`src/rtl/rr_sel_mux.sv`:
```
// N-way valid/ready selector with fixed-select or round-robin grant into a one-entry output register.
// One cycle from input transfer to out_valid. A stalled output (out_valid & ~out_ready) deasserts every in_ready.
module rr_sel_mux #(
  parameter int WIDTH  = 32,
  parameter int NUM_IN = 8,
  parameter int SEL_W  = 3
) (
  input  logic                    clk,
  input  logic                    rst_n,
  input  logic                    mode,
  input  logic [SEL_W-1:0]        sel,
  input  logic [NUM_IN*WIDTH-1:0] in_data,
  input  logic [NUM_IN-1:0]       in_valid,
  output logic [NUM_IN-1:0]       in_ready,
  output logic [WIDTH-1:0]        out_data,
  output logic [SEL_W-1:0]        out_src,
  output logic                    out_valid,
  input  logic                    out_ready
);

  logic [WIDTH-1:0]  out_data_q, out_data_d;
  logic [SEL_W-1:0]  out_src_q, out_src_d;
  logic              out_valid_q, out_valid_d;
  logic [SEL_W-1:0]  rr_ptr_q, rr_ptr_d;

  logic              load;
  logic              xfer;
  logic              grant_vld;
  logic [SEL_W-1:0]  grant_idx;
  logic [WIDTH-1:0]  grant_dat;
  logic [NUM_IN-1:0] hi_mask;
  logic [NUM_IN-1:0] hi_valid;

  // Round-robin search: channels at or above the pointer win first, else wrap to the lowest valid.
  always_comb begin
    hi_mask = '0;
    for (int i = 0; i < NUM_IN; i++) begin
      hi_mask[i] = (SEL_W'(i) >= rr_ptr_q);
    end
    hi_valid  = in_valid & hi_mask;
    grant_vld = 1'b0;
    grant_idx = '0;
    if (!mode) begin
      for (int i = 0; i < NUM_IN; i++) begin
        if (sel == SEL_W'(i) && in_valid[i]) begin
          grant_vld = 1'b1;
          grant_idx = SEL_W'(i);
        end
      end
    end else if (|hi_valid) begin
      for (int i = NUM_IN - 1; i >= 0; i--) begin
        if (hi_valid[i]) begin
          grant_vld = 1'b1;
          grant_idx = SEL_W'(i);
        end
      end
    end else begin
      for (int i = NUM_IN - 1; i >= 0; i--) begin
        if (in_valid[i]) begin
          grant_vld = 1'b1;
          grant_idx = SEL_W'(i);
        end
      end
    end
  end

  assign load = ~out_valid_q | out_ready;
  assign xfer = rst_n & load & grant_vld;

  always_comb begin
    in_ready  = '0;
    grant_dat = '0;
    for (int i = 0; i < NUM_IN; i++) begin
      in_ready[i] = xfer && (grant_idx == SEL_W'(i));
      if (grant_idx == SEL_W'(i)) begin
        grant_dat = in_data[i*WIDTH +: WIDTH];
      end
    end
  end

  always_comb begin
    out_data_d  = out_data_q;
    out_src_d   = out_src_q;
    out_valid_d = out_valid_q;
    rr_ptr_d    = rr_ptr_q;
    if (xfer) begin
      out_data_d  = grant_dat;
      out_src_d   = grant_idx;
      out_valid_d = 1'b1;
      if (mode) begin
        rr_ptr_d = (grant_idx == SEL_W'(NUM_IN - 1)) ? '0 : grant_idx + 1'b1;
      end
    end else if (out_ready) begin
      out_valid_d = 1'b0;
    end
  end

  always_ff @(posedge clk) begin
    if (!rst_n) begin
      out_data_q  <= '0;
      out_src_q   <= '0;
      out_valid_q <= 1'b0;
      rr_ptr_q    <= '0;
    end else begin
      out_data_q  <= out_data_d;
      out_src_q   <= out_src_d;
      out_valid_q <= out_valid_d;
      rr_ptr_q    <= rr_ptr_d;
    end
  end

  assign out_data  = out_data_q;
  assign out_src   = out_src_q;
  assign out_valid = out_valid_q;

endmodule

```
`config.mk`:
```
export PLATFORM = sky130hd
export DESIGN_NAME = rr_sel_mux
export DESIGN_NICKNAME = d
export VERILOG_FILES = /design/src/rtl/rr_sel_mux.sv
export SDC_FILE = /design/constraint.sdc
export NUM_CORES = 1
export LEC_CHECK = 0
export ABC_AREA = 0
export CAP_MARGIN = 20
export CORE_AREA = 2 2 123 125
export DETAILED_ROUTE_END_ITERATION = 8
export DIE_AREA = 0 0 125 127
export GPL_ROUTABILITY_DRIVEN = 1
export HOLD_SLACK_MARGIN = 0.08
export PLACE_DENSITY = 0.74
export SLEW_MARGIN = 40
export SYNTH_ARGS = -nofsm -noshare
export SYNTH_HDL_FRONTEND = slang
export SYNTH_SLANG_ARGS = --single-unit
```
`constraint.sdc`:
```
create_clock -name clk -period 7.9 [get_ports clk]
set_input_delay 1.58 -clock clk [delete_from_list [all_inputs] [get_ports clk]]
set_output_delay 1.58 -clock clk [all_outputs]
set_load 0.005 [all_outputs]
```
==> flow_summary.toml, run 1 <==
[floorplan]
die_width_um = 125
io-pin-count = 315
dieArea_mm2 = 0.0159
core_region_area_mm2 = 0.0144
row_count = 44
die_y_um = 127
start_util_pct = 32.3

[clock_tree]
post_cts_resize_count = 0
postCtsSetupBuffers = 0
numCtsBuffers = 5
cts_root_buffer = "clkbuf_16"
clkSlewWorstSetupHoldPaths_ns = 0.07
h_tree_lvls = 2
clock_tree.buffer_depth = 2
cts.sinks = 39
insertion_delay_ns = 0.29
cts_hold_repair.buffers = 0
clock_tree_from_tritoncts = "built"

[sta]
finalSetupViolations = 0
maxClockFrequency_mhz = 151
timing.final.crit_period_ns = 6.63
slew_at_the_pin_closest_to_its_max_slew_limit_ns = 0.812
report.final.hold_viol_count = 0
finalMaxSlewViolations = 0
timing.slew.headroom_pct = 45.9
finalClockSkew_ns = 0.00549
fin_crit_sh_pct = 83.9
final.setup.tns_ns = 0
grt_setup_unrepaired = "no"

[yosys]
ys_types = 52
netlist_area_mm2 = 0.00466
syn_avg_cell_area_um2 = 6.04
synthesis.yosys.warnings = 0
postSynthNetCount = 1049
yosysSeqAreaShare_pct = 16.7
synth_top_area_share_pct = 16.7
synth.largest_area_cell = "dfxtp_1"
synthCells = 772
synth_area_leaders = "dfxtp_1 17%, a21oi_1 16%, nand2_1 11%"
yosys_register_bits = 39

[route]
drt-total-wl_um = 22800
via_count = 6647
drt-pass1-iter-count = 5
route.detailed.wl_per_inst_um = 18.8
drc = 0
vias_per_cell = 5.48
ant_nets = 0
detail_route.iter0.violations = 501

[worst_hold_path]
timing.hold.worst.class = "flop to flop"

[setup_path]
crit_path_start_kind = "primary input"
worstSetupEndpoint = "in_ready[3]"
reg2reg_to = "out_data[11]"
r2r_start = "rr_ptr_q[1]"
r2r.worst_path.cells = 14
critical_path.endpoint_type = "output pin"
timing_worst_setup_path_type = "primary input to output pin"
data_arrival_time_of_the_critical_path_ns = 5.05
timing.critical_path.from = "in_valid[2]"
timing.critical_path.required_ns = 6.32
reg_to_reg_slack_setup_ns = 3.39
critPathMaxFanout = 10

[placement]
globalplace.congestion = 0.937
hpwl_um = 16800
port_buffers = 314

[grt]
globalRouteOverflowTotal = 0
grt_pass1_wl_um = 34800
grt_antenna_before_repair = 0
number_of_global_route_vias_before_repair = 6271
globalRouteTotalUtil_pct = 27.2
grt_start_max_net_pins = 107

[run_status]
status = "completed"

[cells_and_area]
fillers = 1432
final_layout_size_suffix_gt1_share_pct = 4.09
finalNetCount = 1304
post-route-util_pct = 55.4
syn_to_final_growth_pct = 71.2
diodes = 0

[run]
cap_violations = 0

[pwr]
power.density_mw_per_mm2 = 133
power.ir.vdd_worst_mv = 0.0862
leakage_nw = 2.93
==> stage by stage <==
step / setup slack [ns] / total power [mW] / cell area (um^2) / hold slack, ns / instances
4_1_cts: 1.31 / 1.06 / 7980 / 0.486 / 1212
5_1_grt: 1.06 / 1.13 / 7990 / 0.500 / 1212
6_report: 1.27 / 1.06 / 7990 / 0.494 / 1212
3_5_place_dp: 1.30 / 0.848 / 7840 / 0.466 / 1204
3_3_place_gp: 1.37 / 0.847 / 7840 / 0.466 / 1204
2_1_floorplan: 2.30 / 0.555 / 4660 / 0.463 / 772
==> logic make-up (layout without fill, tap and decap cells) <==
logic type                 after synthesis  in the layout  share of synthesized area (%)
adders and majority gates                6              6                           1.61
DFF                                     39             39                           16.7
muxes                                    5              5                           1.66
AOI/OAI and AO/OA                      359            359                           46.4
buffers and inverters                  118            374                           10.3
and+or+nand+nor                        245            245                           23.3
==> sequential cells by signal, summed over array words and instances (netlist names) <==
name / cells
rr_ptr_q: 3
out_valid: 1
out_src: 3
out_data: 32
==> cells in the mapped netlist (all sizes together) <==
| cell | count |
|---|---|
| nor2b | 28 |
| o2bb2ai | 1 |
| a211oi | 1 |
| a221oi | 32 |
| o41ai | 1 |
| a22o | 2 |
| dfxtp | 39 |
| a2bb2oi | 2 |
| clkbuf | 56 |
| a21oi | 148 |
| inv | 41 |
| nor3 | 1 |
| nand3b | 2 |
| and2 | 4 |
| a221o | 1 |
| a2111o | 1 |
| and3b | 1 |
| o211ai | 9 |
| nand3 | 4 |
| o2111ai | 10 |
| and2b | 1 |
| a31oi | 26 |
| ha | 6 |
| nand2b | 10 |
| mux2 | 2 |
| o21ai | 91 |
| mux2i | 1 |
| mux4 | 2 |
| o21a | 1 |
| a21o | 3 |
| a21boi | 3 |
| o31ai | 1 |
| buf | 21 |
| or3 | 2 |
| o221ai | 1 |
| and3 | 6 |
| a311o | 1 |
| or2 | 2 |
| o22ai | 24 |
| nand2 | 132 |
| nor2 | 50 |
| nor4 | 2 |
==> power breakdown <==
group / switching (mW) / leakage [nW] / internal [mW]
Sequential: 0.0174 / 0.321 / 0.228
Clock: 0.0910 / 0.0658 / 0.117
Combinational: 0.301 / 2.55 / 0.306
==> cell usage in the layout (no fill, tap or decap), drive strengths merged, types with 5 or more instances in the layout <==
cell	instances
a21oi	148
o21ai	91
nor2	50
o2111ai	10
nand2b	10
a31oi	26
clkbuf	5
inv	41
ha	6
a221oi	32
nand2	132
nor2b	28
clkdlybuf4s50	314
o211ai	9
o22ai	24
buf	11
and3	6
dfxtp	39
==> critical path, cell delays in order <==
cell             delay (ns)
clkdlybuf4s50_1        0.54
a21boi_0               0.21
o21ai_1                0.32
nand2_1                0.14
a2111o_1               0.43
a31oi_1                0.45
ha_1                   0.27
ha_1                   0.16
and2_1                 0.37
clkdlybuf4s50_1        0.58
==> per-layer routing <==
layer	global-route usage, %	vias up	part of all wire, %
met1	35.5	3019	42
met2	45.9	319	47
li1	-	3271	-
met3	5.78	38	8.1
met5	0	-	0
met4	6.73	0	2.3
==> worst min-delay path by stage <==
| stage | from | cells past startpoint | endpoint | slack (ns) |
|---|---|---|---|---|
| finish | out_data[6] | 2 | out_data[6] | 0.49 |
| global route | out_src[1] | 2 | out_src[1] | 0.50 |
| CTS | out_src[1] | 2 | out_src[1] | 0.49 |
| detailed placement | out_src[1] | 2 | out_src[1] | 0.47 |
| global placement | out_src[1] | 2 | out_src[1] | 0.47 |
| floorplan | out_src[1] | 2 | out_src[1] | 0.46 |
==> cell type report <==
type	count	area, um^2	area share [%]
timing repair buffer	325	3230	40.4
clock buffer	5	125	1.57
clock inverter	3	20.0	0.251
inverter	41	156	1.96
tap	184	230	2.88
multi-input combinational	615	3440	43.1
sequential	39	781	9.78
Power figures use the tool's default switching activity.
==> run 2: changes to the inputs <==
--- a/config.mk
+++ b/config.mk
@@ -7,12 +7,12 @@
 export LEC_CHECK = 0
 export ABC_AREA = 0
 export CAP_MARGIN = 20
-export CORE_AREA = 2 2 123 125
+export CORE_AREA = 2 2 122 124
 export DETAILED_ROUTE_END_ITERATION = 8
-export DIE_AREA = 0 0 125 127
+export DIE_AREA = 0 0 124 126
 export GPL_ROUTABILITY_DRIVEN = 1
 export HOLD_SLACK_MARGIN = 0.08
-export PLACE_DENSITY = 0.74
+export PLACE_DENSITY = 0.78
 export SLEW_MARGIN = 40
 export SYNTH_ARGS = -nofsm -noshare
 export SYNTH_HDL_FRONTEND = slang
==> constraint.sdc (replaced) <==
create_clock -name clk -period 5.4 [get_ports clk]
set_input_delay 1.08 -clock clk [delete_from_list [all_inputs] [get_ports clk]]
set_output_delay 1.08 -clock clk [all_outputs]
set_load 0.005 [all_outputs]
==> run 2 against run 1 <==
  * Non-clock buffer count rose by 7
  * Critical path depth did not move
  * Final area up 0.85%
  * Total power grew 48%
  * Clock power rose by 52%
  * Register-to-register slack worse by 2.1 ns
  * Global-route usage increased by 0.46 points
  * Combinational power rose by 47%
  * Clock-buffer cell count is the same
  * Via count up 2.3%
  * Cell count is 0.66% higher
  * Sequential share of layout area fell by 0.082 points
  * Critical path type unchanged
  * Highest routed layer unchanged
==> flow_summary.toml, run 2 (synthesis results as in run 1) <==
[grt]
grt_antenna_before_repair = 1
grt_start_max_net_pins = 161
globalRouteOverflowTotal = 0
grt_pass1_wl_um = 34100
number_of_global_route_vias_before_repair = 6386
globalRouteTotalUtil_pct = 27.6

[clock_tree]
clkSlewWorstSetupHoldPaths_ns = 0.07
cts_hold_repair.buffers = 0
post_cts_resize_count = 0
insertion_delay_ns = 0.29
postCtsSetupBuffers = 0
cts.sinks = 39
numCtsBuffers = 5
h_tree_lvls = 2
clock_tree.buffer_depth = 2
clock_tree_from_tritoncts = "built"
cts_root_buffer = "clkbuf_16"

[setup_path]
path_delay_family = "buffers and inverters"
r2r.worst_path.cells = 15
path_cells = "clkdlybuf4s50_1, buf_4, nor4_1, nor2b_1, o2111ai_4, and2_4, inv_4, ha_2, and2_1, clkdlybuf4s50_1"
timing.critical_path.depth = 10
max_stage_delay_ns = 0.52
critical_path.endpoint_type = "output pin"
crit_path_top_delay_cell = "clkdlybuf4s50_1"
critPathBufInv = 4
timing.critical_path.required_ns = 4.32
crit_path_start_kind = "primary input"
cp_common_cell = "clkdlybuf4s50_1"
timing_worst_setup_path_type = "primary input to output pin"
data_arrival_time_of_the_critical_path_ns = 3.92
critPathMaxFanout = 21

[run_status]
status = "completed"

[cells_and_area]
multiInputGateArea_mm2 = 0.00344
final_layout_size_suffix_gt1_share_pct = 4.64
largest_register_ffs = 32
register_area_um2 = 781
stdcell_area_mm2 = 0.00805
most_common_cell_after_layout_fill_and_taps_aside = "clkdlybuf4s50_1"
finalNetCount = 1311
fillers = 1397
syn_to_final_growth_pct = 72.7
most-common-layout-cells = "314 x clkdlybuf4s50_1, 148 x a21oi_1, 132 x nand2_1, 70 x o21ai_0, 50 x nor2_1"

[sta]
timing.slew.headroom_pct = 48.5
slew_at_the_pin_closest_to_its_max_slew_limit_ns = 0.772
report.final.hold_viol_count = 0
final.setup.tns_ns = 0
final_worst_setup_slack_ns = 0.395
maxClockFrequency_mhz = 200
finalMaxSlewViolations = 0
grt_setup_unrepaired = "no"
finalSetupViolations = 0
timing.final.crit_period_ns = 5.00
finalClockSkew_ns = 0.00933
finalHoldWorstSlack_ns = 0.496
fin_crit_sh_pct = 92.7

[run]
cap_violations = 0

[route]
route.detailed.wl_per_inst_um = 18.5
via_count = 6798
detail_route.iter0.violations = 630
drt-pass1-iter-count = 5
vias_per_cell = 5.57
ant_nets = 0
drc = 0
drt-total-wl_um = 22600

[floorplan]
core_region_area_mm2 = 0.0143
start_util_pct = 32.6
row_count = 44
die_y_um = 126
io-pin-count = 315
dieArea_mm2 = 0.0156
die_width_um = 124

[worst_hold_path]
timing.hold.worst.class = "flop to flop"
min_delay_path_depth = 2

[pwr]
power.ir.vdd_worst_mv = 0.121
power.density_mw_per_mm2 = 194
leakage_nw = 2.97

[placement]
globalplace.congestion = 0.897
hpwl_um = 16600
detailed_place.area_mm2 = 0.00790
place_ws_ns = 0.370
port_buffers = 314
==> run 2: cell type report <==
| class | count | share of cell area (%) |
|---|---|---|
| Multi-Input combinational cell | 615 | 42.8 |
| Timing Repair Buffer | 332 | 40.9 |
| Sequential cell | 39 | 9.70 |
| Tap cell | 184 | 2.86 |
| Inverter | 41 | 1.94 |
| Clock buffer | 5 | 1.55 |
| Clock inverter | 3 | 0.295 |
| Antenna cell | 1 | 0.0311 |
==> run 2: layer usage <==
metal | track usage (%) | wire (um) | share of wire [%]
met5 | 0 | 0 | 0
met4 | 11.0 | 741 | 3.3
met3 | 5.75 | 2140 | 9.5
met2 | 43.9 | 10400 | 46
met1 | 36.4 | 9300 | 41
==> run 2: tightest hold or removal path: cells and delay by family, from the launching register on <==
family | cells | cell delay (ns)
compound gates | 1 | 0.09
flops | 1 | 0.32
simple gates | 1 | 0.05
==> run 2: stage by stage <==
step           util [%]  std cells  power [mW]
6_report           56.3       1220        1.56
5_1_grt            56.3       1220        1.67
4_1_cts            56.2       1219        1.57
3_5_place_dp       55.2       1211        1.24
3_3_place_gp       55.2       1211        1.24
2_1_floorplan         -        772       0.811
==> run 2: report_power, final <==
group	internal, mW	total (mW)	switching [mW]	leakage (nW)
Clock	0.173	0.316	0.143	0.0664
Sequential	0.333	0.357	0.0239	0.321
Combinational	0.453	0.891	0.438	2.58
==> run 2: worst paths after layout <==
check	start	end	slack, ns
hold reg to reg	out_data[3]	out_data[3]	0.50
setup reg to reg	rr_ptr_q[1]	out_data[11]	1.33
hold / removal	out_data[3]	out_data[3]	0.50
setup / recovery	in_valid[2]	in_ready[7]	0.40
==> run 3: changes to the inputs <==
==> constraint.sdc (replaced) <==
create_clock -name clk -period 5.4 [get_ports clk]
set_input_delay 1.08 -clock clk [delete_from_list [all_inputs] [get_ports clk]]
set_output_delay 1.08 -clock clk [all_outputs]
set_load 0.1 [all_outputs]
==> run 3 against run 2 <==
  * Register-to-register slack better by 0.19 ns
  * Cell count hardly changed
  * Clock-buffer cell count is 1 higher
  * Die area stayed put
  * Largest cell class unchanged
  * Via count is 1.1% lower
  * Highest routed layer is now met5
  * Critical path type unchanged
  * Non-clock buffer count is 1 lower
  * Total power is 18% higher
  * Critical path depth stayed put
  * Largest power group unchanged
==> flow_summary.toml, run 3 (synthesis results as in run 1) <==
[run_status]
status = "completed"

[setup_path]
r2r.worst_path.cells = 14
crit_path_start_kind = "primary input"
path_cells = "clkdlybuf4s50_1, a21boi_0, o21ai_1, nand2_1, a2111o_1, a31oi_1, ha_1, ha_1, and2_1, buf_12"
crit_path_top_delay_cell = "clkdlybuf4s50_1"
reg_to_reg_slack_setup_ns = 1.52
cp_common_cell = "ha_1"
timing.critical_path.required_ns = 4.32
max_stage_delay_ns = 0.52
data_arrival_time_of_the_critical_path_ns = 3.82
critical_path.endpoint_type = "output pin"
r2r_start = "rr_ptr_q[1]"
timing_worst_setup_path_type = "primary input to output pin"
reg2reg_to = "out_data[11]"
critPathMaxFanout = 7

[worst_hold_path]
hold_start = "out_src[1]"
min_delay_path_depth = 2
timing.hold.worst.class = "flop to flop"
worstHoldEndpoint = "out_src[1]"

[grt]
grt.met3_usage_pct = 5.07
gr-usage-met1_pct = 36.5
globalRouteTotalUtil_pct = 27.4
grt_antenna_before_repair = 2
grt_start_max_net_pins = 90
globalRouteOverflowTotal = 0
grt_most_used_layer = "met2"
number_of_global_route_vias_before_repair = 6148
grt_pass1_wl_um = 33900
gr-usage-met2_pct = 45.4

[floorplan]
row_count = 44
die_width_um = 124
core_region_area_mm2 = 0.0143
die_y_um = 126
dieArea_mm2 = 0.0156
io-pin-count = 315
start_util_pct = 32.6

[clock_tree]
clkSlewWorstSetupHoldPaths_ns = 0.06
cts.sinks = 39
insertion_delay_ns = 0.28
postCtsSetupBuffers = 0
post_cts_resize_count = 0
clock_tree_from_tritoncts = "built"
cts_hold_repair.buffers = 0
clock_tree.buffer_depth = 2
numCtsBuffers = 5
h_tree_lvls = 2
cts_root_buffer = "clkbuf_16"

[run]
cap_violations = 0

[cells_and_area]
final_layout_size_suffix_gt1_share_pct = 8.80
most_common_cell_after_layout_fill_and_taps_aside = "clkdlybuf4s50_1"
largest_register_ffs = 32
finalNetCount = 1310
syn_to_final_growth_pct = 70.5
most-common-layout-cells = "270 x clkdlybuf4s50_1, 148 x a21oi_1, 132 x nand2_1, 70 x o21ai_0, 50 x nor2_1"
fillers = 1405
stdcell_area_mm2 = 0.00795

[route]
drc = 0
drt-total-wl_um = 22600
drt-pass1-iter-count = 6
route.detailed.wl_per_inst_um = 18.5
via_count = 6722
vias_per_cell = 5.51
detail_route.iter0.violations = 598
ant_nets = 0

[sta]
grt_setup_unrepaired = "no"
timing.final.crit_period_ns = 4.90
final.setup.tns_ns = 0
finalMaxSlewViolations = 0
timing.slew.headroom_pct = 49.6
report.final.hold_viol_count = 0
finalSetupViolations = 0
slew_at_the_pin_closest_to_its_max_slew_limit_ns = 0.755
fin_crit_sh_pct = 90.7
maxClockFrequency_mhz = 204
finalClockSkew_ns = 0.00704

[pwr]
power.density_mw_per_mm2 = 231
power.ir.vdd_worst_mv = 0.143
leakage_nw = 3.07

[placement]
detailed_place.area_mm2 = 0.00781
hpwl_um = 16600
port_buffers = 314
globalplace.congestion = 0.938
[run 3: cell types whose count changed in the layout (fill, tap and decap cells not counted)]
cell             change
clkdlybuf4s50_1     -44
buf_4                -2
inv_6                -1
clkinvlp_4           -1
and3b_2              +1
clkbuf_1             +1
buf_12               +9
buf_2               +36
clkinv_2             +1
and3b_1              -1
[run 3: metrics by stage]
step | utilization [%] | hold WS [ns] | std cells | setup slack, ns | power [mW]
floorplan | - | 0.495 | 772 | 0.169 | 1.14
global placement | 55.8 | 0.469 | 1210 | 0.594 | 1.57
detailed placement | 54.5 | 0.464 | 1210 | 0.472 | 1.54
CTS | 55.5 | 0.481 | 1218 | 0.542 | 1.84
global route | 55.5 | 0.493 | 1218 | 0.274 | 1.94
finish | 55.6 | 0.482 | 1219 | 0.501 | 1.84
[run 3: layout make-up]
cell class              count  area (um^2)  share of cell area, %
multi-input cells         615         3440                   43.3
repair buffers            331         3200                   40.2
flip-flops and latches     39          781                   9.82
well taps                 184          230                   2.90
inverters                  41          156                   1.97
clock buffers               6          129                   1.62
clock inverters             2         12.5                  0.157
diodes                      1         2.50                 0.0315
[run 3: report_power, final]
part           internal, mW  switching (mW)  total (mW)
clock                 0.171           0.128       0.299
sequential            0.333          0.0253       0.358
combinational         0.419           0.764        1.18
total                 0.923           0.918        1.84
[run 3: how the worst max path moves through the flow]
stage | cells after the start | startpoint | slack, ns | to
floorplan | 10 | in_valid[0] | 0.17 | in_ready[7]
global placement | 15 | in_valid[2] | 0.59 | out_data[11]
detailed placement | 15 | in_valid[2] | 0.47 | out_data[11]
CTS | 10 | in_valid[2] | 0.54 | in_ready[3]
global route | 10 | in_valid[2] | 0.27 | in_ready[3]
finish | 10 | in_valid[2] | 0.50 | in_ready[3]
[run 3: per-layer routing]
| layer | vias to the layer above | share of wire [%] |
|---|---|---|
| li1 | 3290 | - |
| met1 | 3022 | 42 |
| met2 | 366 | 47 |
| met3 | 42 | 9.6 |
| met4 | 2 | 2.1 |
| met5 | - | 0.058 |
[run 3: critical path, delay by kind of cell]
| family | cells | cell delay, ns |
|---|---|---|
| buf+inv | 2 | 0.73 |
| compound gates | 4 | 1.18 |
| fa+ha+maj | 2 | 0.43 |
| simple gates | 2 | 0.39 |
==> RTL edit: new RTL, flow settings as in run 2 <==
Change the parameter `SEL_W` from 3 to 4.
--- a/src/rtl/rr_sel_mux.sv
+++ b/src/rtl/rr_sel_mux.sv
@@ -4,5 +4,5 @@
   parameter int WIDTH  = 32,
   parameter int NUM_IN = 8,
-  parameter int SEL_W  = 3
+  parameter int SEL_W  = 4
 ) (
   input  logic                    clk,
Ports: changed (resized out_src and sel); port bits go from 315 to 317. No check against the original RTL was run, so the function may have changed too.
==> RTL edit against run 2 <==
- sequential cell count increased by 1
- setup slack lost 0.093 ns
- final area down 2.8%
- hold slack better by 0.020 ns
- area after synthesis is 6.5% lower
- wire length grew 2.0%
- power decreased by 13%
- count of clock-buffer cells in the layout increased by 1
- critical endpoint is now in_ready[6]
==> RTL edit: results (changes against run 2) <==
run_status:
  status: "finished, final reports clean"
min_path:
  min_to: "out_src[1]"
  min_path_cells: 2  # unchanged
  min_path_type: "flip-flop to flip-flop"
  hp-start: "out_src[1]"
grt:
  grt.total_usage: 0.276  # about the same
  antenna_found_initial: 0  # -1
  grt_pass1_vias: 6281  # -1.6%
  grt_first_pass_wirelength_um: 33700  # -1.2%
  grt_start_max_net_pins: 87  # -46%
placement:
  placed_area_mm2: 0.00769  # -2.7%
  gp_congestion: 0.905  # +0.84%
  dpl.hpwl_um: 16800  # +1.1%
  pre_cts_ws_ns: 0.353  # -0.0170 ns
  io_buffer_count: 315  # +0.32%
routing:
  first_pass_iters: 5  # unchanged
  drtIter0Drc: 526  # -17%
  routed_wl_um: 23000  # +2.0%
  avgViaCountPerCell: 5.80  # +4.0%
timing:
  clock.fmax_mhz: 196  # -1.8%
  slew_headroom: 0.437  # -0.0479
  clock_skew_ns: 0.00567  # -0.00366 ns
  hold-worst-slack_ns: 0.516  # +0.0198 ns
flow_run:
  cap_violations: 0  # unchanged
synthesis:
  synthesis.nets: 929  # -11%
  yosysMostFrequentCell: "a21oi_1"
  async_flop_share: 0  # unchanged
  yosys-top-cells-count: "a21oi_1, nand2_1, o21ai_0"
  synth_ff_type: "dfxtp_1"
  synth.area.top_cells: "dfxtp_1, a21oi_1, a22oi_1"
  ys_seq_area_frac: 0.184  # +0.0162
  synth.avg_cell_area_um2: 6.70  # +11%
  ys_types: 56  # +7.7%
  synth_warnings: 0  # unchanged
layout:
  stdcell_count: 1114  # -8.7%
  fin_nets: 1208  # -7.9%
  largest_reg_flops: 32  # unchanged
  layout-drive-gt1-share: 0.0613  # +0.0149
  n_fill_cell: 1397  # unchanged
  antenna_cells: 0  # -1
cts:
  path_clk_slew_ns: 0.06
  cts_root_buffer: "clkbuf_16"
  post-cts-setup-buffers: 0  # unchanged
  cts_max_path_buffers: 2  # unchanged
  cts_made_buffers: 5  # unchanged
  insertion_delay_ns: 0.28
  htreeDepth: 2  # unchanged
setup_path:
  crit_required_ns: 4.32  # about the same
  rr_startpoint: "rr_ptr_q[1]"
  crit_start: "in_valid[2]"
  worstPathMaxFanout: 5  # -76%
  ff2ff_setup_slack_ns: 1.49  # +0.16 ns
  critPathCapture: "in_ready[6]"
  worstRegToRegCells: 16  # +1
  r2r-end: "out_data[30]"
pwr:
  ir_worst_vdd_mv: 0.129  # +7.0%
  p_leak_nw: 2.78  # -6.5%
[RTL edit: cell count changes after synthesis, sizes merged, moves of 19 or more]
cell           run 2  this run
nand3b             2        21
nand2            132        73
nor3               1        23
a21oi            148        88
nor2b             28         5
nor2              50        31
and3               6        29
a22oi              0        52
a31oi             26         2
inv               41         9
[RTL edit: cell families after synthesis]
group                      after synthesis  synth area share
AOI/OAI and AO/OA                      319             0.473
and+or+nand+nor                        200             0.232
adders and majority gates                6            0.0172
buffers and inverters                   80            0.0780
other                                    1          0.000860
muxes                                    5            0.0143
DFF                                     40             0.184
[RTL edit: final cells by class]
class / instances / area [um^2] / share of cell area
clock buffers: 6 / 129 / 0.0165
flip-flops and latches: 40 / 801 / 0.102
clock inverters: 1 / 5.00 / 0.000639
inverters: 10 / 40.0 / 0.00512
well taps: 184 / 230 / 0.0294
multi-input cells: 531 / 3260 / 0.417
repair buffers: 342 / 3360 / 0.429
[RTL edit: metal layers]
metal / routed length (um) / global-route usage / vias up
met1: 8940 / 0.338 / 2989
met5: 0 / 0 / -
met4: 550 / 0.0932 / 0
li1: - / - / 3059
met3: 2340 / 0.0548 / 34
met2: 11200 / 0.479 / 374
[RTL edit: worst max-delay path, cell delays in order]
cell             delay [ns]
clkdlybuf4s50_1        0.55
a21boi_0               0.32
nor2_1                 0.07
o21ai_0                0.15
a2bb2oi_1              0.18
o32a_1                 0.17
a21oi_1                0.10
inv_1                  0.11
ha_2                   0.22
nand2_1                0.11
o31a_1                 0.29
nor2_1                 0.15
clkdlybuf4s50_1        0.53
[RTL edit: power breakdown]
part | internal [mW] | switching (mW) | leakage, nW
Combinational | 0.381 | 0.349 | 2.38
Sequential | 0.324 | 0.0210 | 0.327
Clock | 0.168 | 0.124 | 0.0667
Total | 0.873 | 0.494 | 2.78
